===== src/rtl/seg_scan_pkg.sv =====
// Shared types and sizing helpers for the 7-segment scan controller.
package seg_scan_pkg;

    typedef enum logic [1:0] {S_BLANK, S_ON, S_GAP} state_t;

    // Slot counter width: wide enough for both the ON and GAP counts, never below 1 bit.
    function automatic int unsigned cnt_w(input int unsigned refresh_div,
                                          input int unsigned gap_cycles);
        int unsigned m;
        m = (refresh_div > gap_cycles) ? refresh_div : gap_cycles;
        if (m < 2) m = 2;
        return $clog2(m);
    endfunction

endpackage


===== src/rtl/seg_lzb_mask.sv =====
// Leading-zero blank mask: bit k is set when nibbles k..NUM_DIGITS-1 are all zero.
// Digit 0 is never blanked so a zero value still shows "0".
module seg_lzb_mask #(
    parameter int unsigned NUM_DIGITS = 6
) (
    input  logic [4*NUM_DIGITS-1:0] data_i,
    output logic [NUM_DIGITS-1:0]   mask_o
);

    always_comb begin
        logic zero_above;
        mask_o     = '0;
        zero_above = 1'b1;
        for (int k = NUM_DIGITS - 1; k > 0; k--) begin
            zero_above = zero_above & (data_i[4*k +: 4] == 4'd0);
            mask_o[k]  = zero_above;
        end
    end

endmodule


===== src/rtl/seg_scan_ctrl.sv =====
// Time-multiplexed 7-segment scan controller with frame-synchronous double buffering.
// Optional feature: define LEADING_ZERO_BLANK_EN to also blank leading zero digits.
module seg_scan_ctrl
    import seg_scan_pkg::*;
#(
    parameter int unsigned NUM_DIGITS  = 6,
    parameter int unsigned REFRESH_DIV = 50000,
    parameter int unsigned GAP_CYCLES  = 500
) (
    input  logic                    clk_i,
    input  logic                    rst_i,
    input  logic                    wr_valid_i,
    output logic                    wr_ready_o,
    input  logic [4*NUM_DIGITS-1:0] wr_data_i,
    input  logic [NUM_DIGITS-1:0]   wr_blank_i,
    output logic [NUM_DIGITS-1:0]   digit_sel_o,
    output logic [3:0]              bcd_o,
    output logic                    blank_o,
    output logic                    frame_done_o
);

    localparam int unsigned CW = cnt_w(REFRESH_DIV, GAP_CYCLES);
    localparam int unsigned IW = $clog2(NUM_DIGITS);
    localparam int unsigned DW = 4 * NUM_DIGITS;

    localparam logic [CW-1:0] ON_LAST  = CW'(REFRESH_DIV - 1);
    localparam logic [CW-1:0] GAP_LAST = (GAP_CYCLES == 0) ? '0 : CW'(GAP_CYCLES - 1);
    localparam logic [IW-1:0] IDX_LAST = IW'(NUM_DIGITS - 1);

    state_t                state_q, state_d;
    logic [IW-1:0]         idx_q, idx_d, idx_next;
    logic [CW-1:0]         cnt_q, cnt_d;
    logic [DW-1:0]         active_q, active_d, shadow_q, shadow_d;
    logic [NUM_DIGITS-1:0] active_blank_q, active_blank_d, shadow_blank_q, shadow_blank_d;
    logic                  pending_q, pending_d;
    logic                  ready_q, ready_d;
    logic [NUM_DIGITS-1:0] digit_sel_q, digit_sel_d;
    logic [3:0]            bcd_q, bcd_d;
    logic                  blank_q, blank_d;
    logic                  frame_done_q, frame_done_d;
    logic                  accept, boundary;
    logic [NUM_DIGITS-1:0] eff_blank;

`ifdef LEADING_ZERO_BLANK_EN
    logic [NUM_DIGITS-1:0] lz_mask;

    seg_lzb_mask #(
        .NUM_DIGITS(NUM_DIGITS)
    ) u_lzb_mask (
        .data_i (wr_data_i),
        .mask_o (lz_mask)
    );

    assign eff_blank = wr_blank_i | lz_mask;
`else
    assign eff_blank = wr_blank_i;
`endif

    // True on the last cycle of the final digit's slot (its GAP, or its ON when there is no gap).
    function automatic logic at_boundary(input state_t st, input logic [IW-1:0] ix,
                                         input logic [CW-1:0] ct);
        if (ix != IDX_LAST) return 1'b0;
        if (GAP_CYCLES == 0) return (st == S_ON) && (ct == ON_LAST);
        return (st == S_GAP) && (ct == GAP_LAST);
    endfunction

    always_comb begin
        accept         = wr_valid_i & ready_q;
        boundary       = at_boundary(state_q, idx_q, cnt_q);
        idx_next       = (idx_q == IDX_LAST) ? '0 : idx_q + 1'b1;
        state_d        = state_q;
        idx_d          = idx_q;
        cnt_d          = cnt_q;
        active_d       = active_q;
        active_blank_d = active_blank_q;
        shadow_d       = shadow_q;
        shadow_blank_d = shadow_blank_q;
        pending_d      = pending_q;

        unique case (state_q)
            S_BLANK: begin
                if (accept) begin
                    state_d        = S_ON;
                    idx_d          = '0;
                    cnt_d          = '0;
                    active_d       = wr_data_i;
                    active_blank_d = eff_blank;
                end
            end
            S_ON: begin
                if (cnt_q == ON_LAST) begin
                    cnt_d = '0;
                    if (GAP_CYCLES == 0) idx_d = idx_next;
                    else                 state_d = S_GAP;
                end else begin
                    cnt_d = cnt_q + 1'b1;
                end
            end
            S_GAP: begin
                if (cnt_q == GAP_LAST) begin
                    cnt_d   = '0;
                    state_d = S_ON;
                    idx_d   = idx_next;
                end else begin
                    cnt_d = cnt_q + 1'b1;
                end
            end
            default: state_d = S_BLANK;
        endcase

        if (boundary && pending_q) begin
            active_d       = shadow_q;
            active_blank_d = shadow_blank_q;
            pending_d      = 1'b0;
        end

        // An accept on the boundary cycle lands in shadow and waits for the next frame.
        if (accept && (state_q != S_BLANK)) begin
            shadow_d       = wr_data_i;
            shadow_blank_d = eff_blank;
            pending_d      = 1'b1;
        end
    end

    // Outputs are registered from next-state values so they line up with the state they describe.
    always_comb begin
        digit_sel_d  = '0;
        bcd_d        = 4'd0;
        blank_d      = 1'b1;
        if (state_d == S_ON) begin
            digit_sel_d = NUM_DIGITS'(1) << idx_d;
            for (int k = 0; k < NUM_DIGITS; k++) begin
                if (idx_d == IW'(k)) begin
                    bcd_d   = active_d[4*k +: 4];
                    blank_d = active_blank_d[k];
                end
            end
        end
        frame_done_d = at_boundary(state_d, idx_d, cnt_d);
        ready_d      = ~pending_d;
    end

    always_ff @(posedge clk_i) begin
        if (rst_i) begin
            state_q        <= S_BLANK;
            idx_q          <= '0;
            cnt_q          <= '0;
            active_q       <= '0;
            active_blank_q <= '0;
            shadow_q       <= '0;
            shadow_blank_q <= '0;
            pending_q      <= 1'b0;
            ready_q        <= 1'b0;
            digit_sel_q    <= '0;
            bcd_q          <= 4'd0;
            blank_q        <= 1'b1;
            frame_done_q   <= 1'b0;
        end else begin
            state_q        <= state_d;
            idx_q          <= idx_d;
            cnt_q          <= cnt_d;
            active_q       <= active_d;
            active_blank_q <= active_blank_d;
            shadow_q       <= shadow_d;
            shadow_blank_q <= shadow_blank_d;
            pending_q      <= pending_d;
            ready_q        <= ready_d;
            digit_sel_q    <= digit_sel_d;
            bcd_q          <= bcd_d;
            blank_q        <= blank_d;
            frame_done_q   <= frame_done_d;
        end
    end

    assign wr_ready_o   = ready_q;
    assign digit_sel_o  = digit_sel_q;
    assign bcd_o        = bcd_q;
    assign blank_o      = blank_q;
    assign frame_done_o = frame_done_q;

endmodule

===== config.mk =====
export PLATFORM = sky130hd
export DESIGN_NAME = seg_scan_ctrl
export DESIGN_NICKNAME = d
export VERILOG_FILES = /design/src/rtl/seg_scan_pkg.sv /design/src/rtl/seg_lzb_mask.sv /design/src/rtl/seg_scan_ctrl.sv
export SDC_FILE = /design/constraint.sdc
export NUM_CORES = 1
export LEC_CHECK = 0
export ABC_AREA = 1
export CAP_MARGIN = 20
export CORE_MARGIN = 2
export CORE_UTILIZATION = 37
export CTS_BUF_LIST = sky130_fd_sc_hd__clkbuf_2
export CTS_CLUSTER_SIZE = 20
export DETAILED_ROUTE_END_ITERATION = 8
export PLACE_DENSITY = 0.55
export SYNTH_ARGS = -nofsm -noshare
export SYNTH_HDL_FRONTEND = slang
export SYNTH_SLANG_ARGS = --single-unit

===== constraint.sdc =====
create_clock -name clk_i -period 4.45 [get_ports clk_i]
set_input_delay 0.6675 -clock clk_i [delete_from_list [all_inputs] [get_ports clk_i]]
set_output_delay 0.6675 -clock clk_i [all_outputs]
set_load 0.005 [all_outputs]

# Word-level counts from Yosys, hierarchy flattened
# Index checks and enable logic that the tools add are counted.
# classes
bitwise_logic	3
shifts	1
n_eq_ne	15
mux	38
n_reduce_logical	8
n_addsub	2
# op_table
op	count
$mux W24	3
$mux W16	3
$pmux W16 S3	1
$eq A16 B9 Y1 const B	2
$mux W4	6
$mux W6	3
$add A16 B1 Y16 const B	1
$eq A16 B16 Y1 const B	1
$mux W1	14
$eq A3 B3 Y1 const B	3
$mux W3	3
$eq A3 B2 Y1 const B	2
$mux W2	3
$ne A3 B3 Y1 const B	2
$pmux W2 S3	1
$pmux W3 S2	1
$shl A1 B3 Y6 const A	1
$eq A2 B1 Y1 const B	2
$eq A2 B2 Y1 const B	2
$logic_and A1 B1 Y1	4
$add A3 B1 Y3 const B	1
$eq A3 B1 Y1 const B	1
$logic_not A3 Y1	1
$logic_not A2 Y1	1
4 further kinds	5
# totals
elab_cells	80
out_inout_bits	13
in_bits	33
register_bits	95

# Depth between registers and ports, before layout
# depth
ltp_word	11
depth_mapped	16

# Least setup slack after synthesis
# No wires, ideal clock.
# synth_path
path_kind	input to register
start	in wr_valid_i
end	reg blank_q (netlist: blank_o)
setup_slack_ns	2.416
setup_ns	0.113
path_buffers	2
t_arrival_ns	1.921
t_required_ns	4.337
cell_stages	12
cell_sequence	nand2_1 > inv_1 > nand2_2 > buf_2 > buf_1 > nand2_1 > o211ai_1 > o21ai_1 > inv_1 > nand2_1 > nand3_1 > nand2_1
# synth_between
elab_chain_len	10
word_cells_on_any_way	23
# synth_rtl
element	line	rtl
from (decl)	seg_scan_ctrl.sv:12	input logic wr_valid_i,
$and A1 B1 Y1 *	seg_scan_ctrl.sv:68	accept = wr_valid_i & ready_q;
$mux W3 or $mux W6 (tied branches)	seg_scan_ctrl.sv:82	if (accept) begin
$pmux W3 S2 or $mux W6 (tied branches)	seg_scan_ctrl.sv:80	unique case (state_q)
$logic_not A3 Y1 or $mux W6 (tied branches)	seg_scan_ctrl.sv:133, seg_scan_ctrl.sv:111	
$mux W1 (6 in series)	seg_scan_ctrl.sv:133	if (idx_d == IW'(k)) begin
to (signal assigned)	seg_scan_ctrl.sv:170	blank_q <= blank_d;
to (decl)	seg_scan_ctrl.sv:39	logic blank_q, blank_d;
# Mark *: on every way between the ends. The rest lies on a longest branch, timed or not.
# A chain may end at the register's enable or synchronous reset.

# Worst setup path in the final report
# layout_path
start	reg cnt_q[0]
end	reg bcd_q[3] (netlist: bcd_o[3])
# layout_between
elab_chain_len	11
word_cells_on_any_way	26
# layout_rtl
element	line	rtl
from (decl)	seg_scan_ctrl.sv:32	logic [CW-1:0] cnt_q, cnt_d;
from (signal assigned)	seg_scan_ctrl.sv:161	cnt_q <= cnt_d;
parallel branches: the longest is 11 deep, another holds $eq A16 B9 Y1	--	
to (signal assigned)	seg_scan_ctrl.sv:155	bcd_q <= 4'd0;
to (signal assigned)	seg_scan_ctrl.sv:169	bcd_q <= bcd_d;
to (decl)	seg_scan_ctrl.sv:38	logic [3:0] bcd_q, bcd_d;
# Parallel ways; which one is timed is not known.

==> results.md <==
* Top cells by area, synth: dfxtp_1 (39%), nand2_1 (11%), inv_1 (7.9%)
* Top cells by count, synth: nand2_1 (141), inv_1 (104), dfxtp_1 (95)
* Pre-CTS WS at 1260 ps
* Initial DRC count at 213
* Kind of critical path: reg -> reg
* Multi-input gate area at 2390 sq um
* Filler instances at 1397
* Pin count of the biggest net entering global routing at 59
* Root Driver: clkbuf_2
* Buffers added on ports at 45
* GPL Wtd Cong at 0.864
* Layout Nets at 796
* Status: completed
* Syn Inst Count at 731
* Critical Path End Type: flip-flop
* Buf/Inv on CP at 2
* Residual DRC count at 0
* Avg Vias per Cell at 4.76
* Die Span Y at 119 microns
* Crit path launch: cnt_q[0]$_SDFF_PP0_
* TritonCTS Buffers at 9
* CP delay by family, top: simple AND/OR/NAND/NOR gates
* Worst-Margin Slew at 810 ps
* Yosys reg bits at 95
* Antenna viol nets, final at 0
* Number of library cell types mapped by synthesis at 38
* Num rows at 42
* Reg area at 1900 sq um
* CTS tree: yes
* Reg2reg setup slack at 1430 ps
* Leak at 2.43 nW
* R2r worst-path depth at 12
* Mapped cell area at 4920 sq um
* Slew Limit Fails at 0
* Setup Viol. Count Final at 0
* Hold Crit Class: reg -> reg
* Initial antenna violation count at 1
* Max-cap viol count at 0
* Worst EP arrival at 3580 ps
* TNS Setup at 0 ps
* Crit path launch type: flip-flop
* First drt pass iteration count at 4
* Worst Hold Depth at 2
* VDD IR max at 0.000178 V
* CTS H-tree lvls at 3
* Yosys top cell area share at 38.7%
* Total GRT Usage at 18.7%
* Post-DR wirelength/cell at 13.2 microns
* Post_cts resized at 0
* Chip width at 119 microns
* Sequential area share after synthesis at 38.7%
* Hpwl dp at 9.26 mm
* Top_reg_cell synth: dfxtp_1
* Clk slew on worst S/H paths at 270 ps
* Hold_buf cts at 0
* Sink Count at 95
* DIE AREA at 14200 sq um
* Final hold violations at 0
* Initial Utilization at 37.6%
* FF-to-FF Start: cnt_q[0]$_SDFF_PP0_
* Vias in the first global route at 4317
* Global-route wire length before repair at 21.1 mm
* Pwr dens at 270 nW/um^2
* Crit-path cells: ha_1, inv_1, nor2_1, nand2_1, nor2_2, nand4_2, buf_4, o21ai_0, nand3_1, nand3_1, nand2_1, a21oi_1
* Fmax at 331 MHz
* EDFF count, synth at 0
* Final setup skew at 25.8 ps
* Final worst slack at 1430 ps
* Max-slew headroom at 45.8%
* Layout cells sized above 1 at 8.60%
* Post-synthesis net count at 765
* Vias at 4496
* Postcts setup bufs at 0
* Maximum clock insertion buffer count at 2
* RSZ-0062 raised after global routing: no
* Max incr delay on CP at 590 ps
* Worst path required time at 5010 ps
* Most common cell in the synthesized netlist: nand2_1
* Hold Path End: shadow_blank_q[2]$_SDFFE_PP0P_
* Yosys warning total at 0
* Share of synthesized registers carrying an async set or reset at 0%
* Min Tclk post-route at 3020 ps
* Routed WL at 12.5 mm
* Worst-Skew Late Latency at 590 ps
* Cell accounting for the most synthesized area: dfxtp_1
* Ports at 46
* Gr ovfl total at 0
* CP Max Fanout at 30
* Area of the core at 13100 sq um
* Final worst-path cycle share at 67.8%
* Slowest stage cell, crit path: nand4_2
* Synth Area per Inst at 6.73 sq um
* Layout area overhead at 13.9%
* RR Endpoint: bcd_o[3]$_SDFF_PP0_
* Hold Startpoint: shadow_blank_q[2]$_SDFFE_PP0P_
## cell families (layout without fill, tap and decap cells)
kind of cell	after synthesis	count (layout)	share of synthesized area (%)
multiplexers	5	5	1.14
buffers and inverters	155	191	12.6
XOR/XNOR	3	3	0.534
adder cells (fa/ha/maj)	1	1	0.254
other	0	1	0
flip-flops	95	95	38.7
AND/OR/NAND/NOR	337	337	32.2
AO/OA/AOI/OAI	135	135	14.6
## layer usage
layer	up-vias	part of all wire [%]	track usage [%]
met3	17	2.6	2.68
met1	2028	46	23.1
li1	2392	-	-
met2	59	49	32.4
met5	-	0	0
met4	0	2.3	7.66
## state kept, by name, indices dropped and copies added, names as in the netlist, 2 cells and up
signal and count:
shadow_q 24, digit_sel_o 6, active_q 24, idx_q 3, cnt_q 16, bcd_o 4, shadow_blank_q 6, state_q 2
active_blank_q 6
## layout make-up
cell class                 count  share of cell area [%]
antenna                        1                  0.0447
clock buffer                   9                   0.804
clock inverter                 7                    1.27
inverter                     124                    8.40
multi-input combinational    481                    42.8
sequential                    95                    34.0
tap                          176                    3.93
timing repair buffer          51                    8.85
## worst max path at each step
stage	cells past startpoint	slack [ps]	to
finish	12	1430	bcd_o[3]$_SDFF_PP0_
global route	12	1100	bcd_o[3]$_SDFF_PP0_
CTS	12	1380	bcd_o[3]$_SDFF_PP0_
detailed placement	13	1260	bcd_o[2]$_SDFF_PP0_
global placement	12	1270	blank_o$_SDFF_PP1_
floorplan	12	2420	blank_o$_SDFF_PP1_
## worst register-to-register path, cell delays in order, from the launching register on
cell and delay (ps):
dfxtp_1 450, ha_1 330, inv_1 70, nor2_1 110, nand2_1 70, nor2_2 190, nand4_2 590, buf_4 490
o21ai_0 310, nand3_1 120, nand3_1 120, nand2_1 60, a21oi_1 100
## cells in the final DEF, fill, tap and decap left out, types with 5 or more instances in the layout
cell	n
nand3_1	63
o21ai_0	50
clkbuf_2	9
nor2_1	85
clkdlybuf4s50_1	45
inv_1	104
buf_4	6
o211ai_1	12
nand4_1	8
dfxtp_1	95
o21ai_1	28
nand2_2	6
nand2_1	141
clkinv_1	9
inv_2	12
nand2_4	5
a21oi_1	41
nor3_1	8
## where the power goes
part | total (mW) | switching [mW] | leakage (nW) | internal, mW
clock | 0.446 | 0.316 | 0.0676 | 0.130
combinational | 0.178 | 0.103 | 1.59 | 0.0751
sequential | 0.888 | 0.00837 | 0.771 | 0.879
total | 1.51 | 0.427 | 2.43 | 1.08
## metrics by stage
step / cell area, sq um / hold slack (ps) / power [mW] / instances / util (%)
after floorplan: 4920 / 424 / 1.01 / 731 / -
after global placement: 5480 / 439 / 1.08 / 927 / 41.9
after detailed placement: 5480 / 440 / 1.08 / 927 / 41.9
after CTS: 5600 / 468 / 1.53 / 943 / 42.8
after global routing: 5600 / 488 / 1.59 / 944 / 42.8
final: 5600 / 466 / 1.51 / 944 / 42.8
Note: power is estimated with default switching activity, not from simulation.
==> variant (config.mk and constraints unchanged) <==
`GAP_CYCLES`: 500 -> 1000.
--- a/src/rtl/seg_scan_ctrl.sv
+++ b/src/rtl/seg_scan_ctrl.sv
@@ -5,7 +5,7 @@
 #(
     parameter int unsigned NUM_DIGITS  = 6,
     parameter int unsigned REFRESH_DIV = 50000,
-    parameter int unsigned GAP_CYCLES  = 500
+    parameter int unsigned GAP_CYCLES  = 1000
 ) (
     input  logic                    clk_i,
     input  logic                    rst_i,
Check against the original RTL: no difference found for any inputs over 10 cycles, from zero or initial values and one cycle with rst_i high; that may be too few to reach the edited logic, so the function may still have changed.
==> variant against the unedited design <==
Critical path depth down 3. Die area down 2.4%. Power up 4.5%. Final area down 2.0%. Sequential cell count unchanged. Area after synthesis down 2.5%. Sequential power up 0.7%. Setup slack better by 0.16 ns. Wire length up 4.7%.
==> variant: results (changes against the unedited design) <==
- Inverters: 72 (-42%)
- Max_slew headroom: 34.4% (-11 points)
- Via count: 4,598 (+2.3%)
- Non-clk buf share: 8.75% (-0.096 points)
- Worst Hold Launch: shadow_q[22]
- Sequential fraction of the synthesis area: 39.7% (+0.99 points)
- Signal buffers: 49 (-3.9%)
- Leakage: 0.00248 µW (+1.9%)
- Multi-input gate count: 528 (+9.8%)
- Adder-Cell Fraction of Synth Area: 0.261% (+0.0065 points)
- Status: complete, no violations
- ANT cells: 0 (-1)
- Synthesized Nets: 759 (-0.78%)
- Reg2Reg Setup Slack: 1.59 ns (+0.16 ns)
- Avg Cell Area, Syn: 6.61 µm² (-1.7%)
- Psw: 436 µW (+2.2%)
- Multi-input gate area: 2480 µm² (+3.5%)
- Routed Wire Length: 13.1 mm (+4.7%)
- CP Max Fanout: 22 (-27%)
- Placed Cells: 916 (-1.2%)
- Pwr Total: 1580 µW (+4.5%)
- Max incr delay on CP: 0.79 ns (+0.20 ns)
- Distinct cell type count after synthesis: 36 (-5.3%)
- # fillers: 1,349 (-3.4%)
- Area after DPL: 5350 µm² (-2.4%)
- P&R area growth vs syn: 14.5%
- Final GP Congestion: 0.849 (-1.7%)
- Antenna violations before repair: 0 (-1)
- Max Freq: 349 MHz (+5.5%)
- Post-place setup slack: 1.34 ns (+0.0805 ns)
- Commonest cells in the netlist: nand2_1 (191), nor2_1 (97), dfxtp_1 (95)
- DR WL/cell: 14.0 µm (+6.0%)
- Area contributors post-synth: dfxtp_1 (40%), nand2_1 (15%), nor2_1 (7.6%)
- Nets: 789 (-0.88%)
- Largest net degree at the start of global routing: 46 (-22%)
- First-pass GRT wire length: 21.4 mm (+1.4%)
- GR Util All Layers: 19.3% (+0.65 points)
- R2R depth: 9 (-3)
- Sequential cell count: 95 (unchanged)
- WHS: 0.497 ns (+0.0314 ns)
- Iter 0 DRT Violations: 292 (+37%)
- Vias in the first global route: 4,290 (-0.63%)
- CP max-delay cell: nor3_4
- Post-Synth XOR/XNOR Area: 0.183% (-0.35 points)
==> variant: changes by cell type after synthesis, sizes merged, moves of 3 or more <==
cell | unedited run | this run
a21oi | 41 | 52
o211ai | 12 | 2
o21ai | 78 | 75
nor2 | 96 | 106
nand2 | 153 | 203
inv | 117 | 72
clkinv | 7 | 0
nor3 | 9 | 6
nand3 | 66 | 59
mux2i | 0 | 4
==> variant: critical path, delay by kind of cell (launching register included) <==
kind / cells / cell delay, ns
flops: 1 / 0.43
simple gates: 8 / 2.26
compound gates: 1 / 0.12
==> variant: routing by layer <==
| layer | up-vias | part of all wire, % | GRT usage (%) |
|---|---|---|---|
| li1 | 2401 | - | - |
| met1 | 2104 | 50 | 25.9 |
| met2 | 84 | 46 | 31.1 |
| met3 | 9 | 3.8 | 5.23 |
| met4 | 0 | 0.76 | 4.37 |
| met5 | - | 0 | 0 |
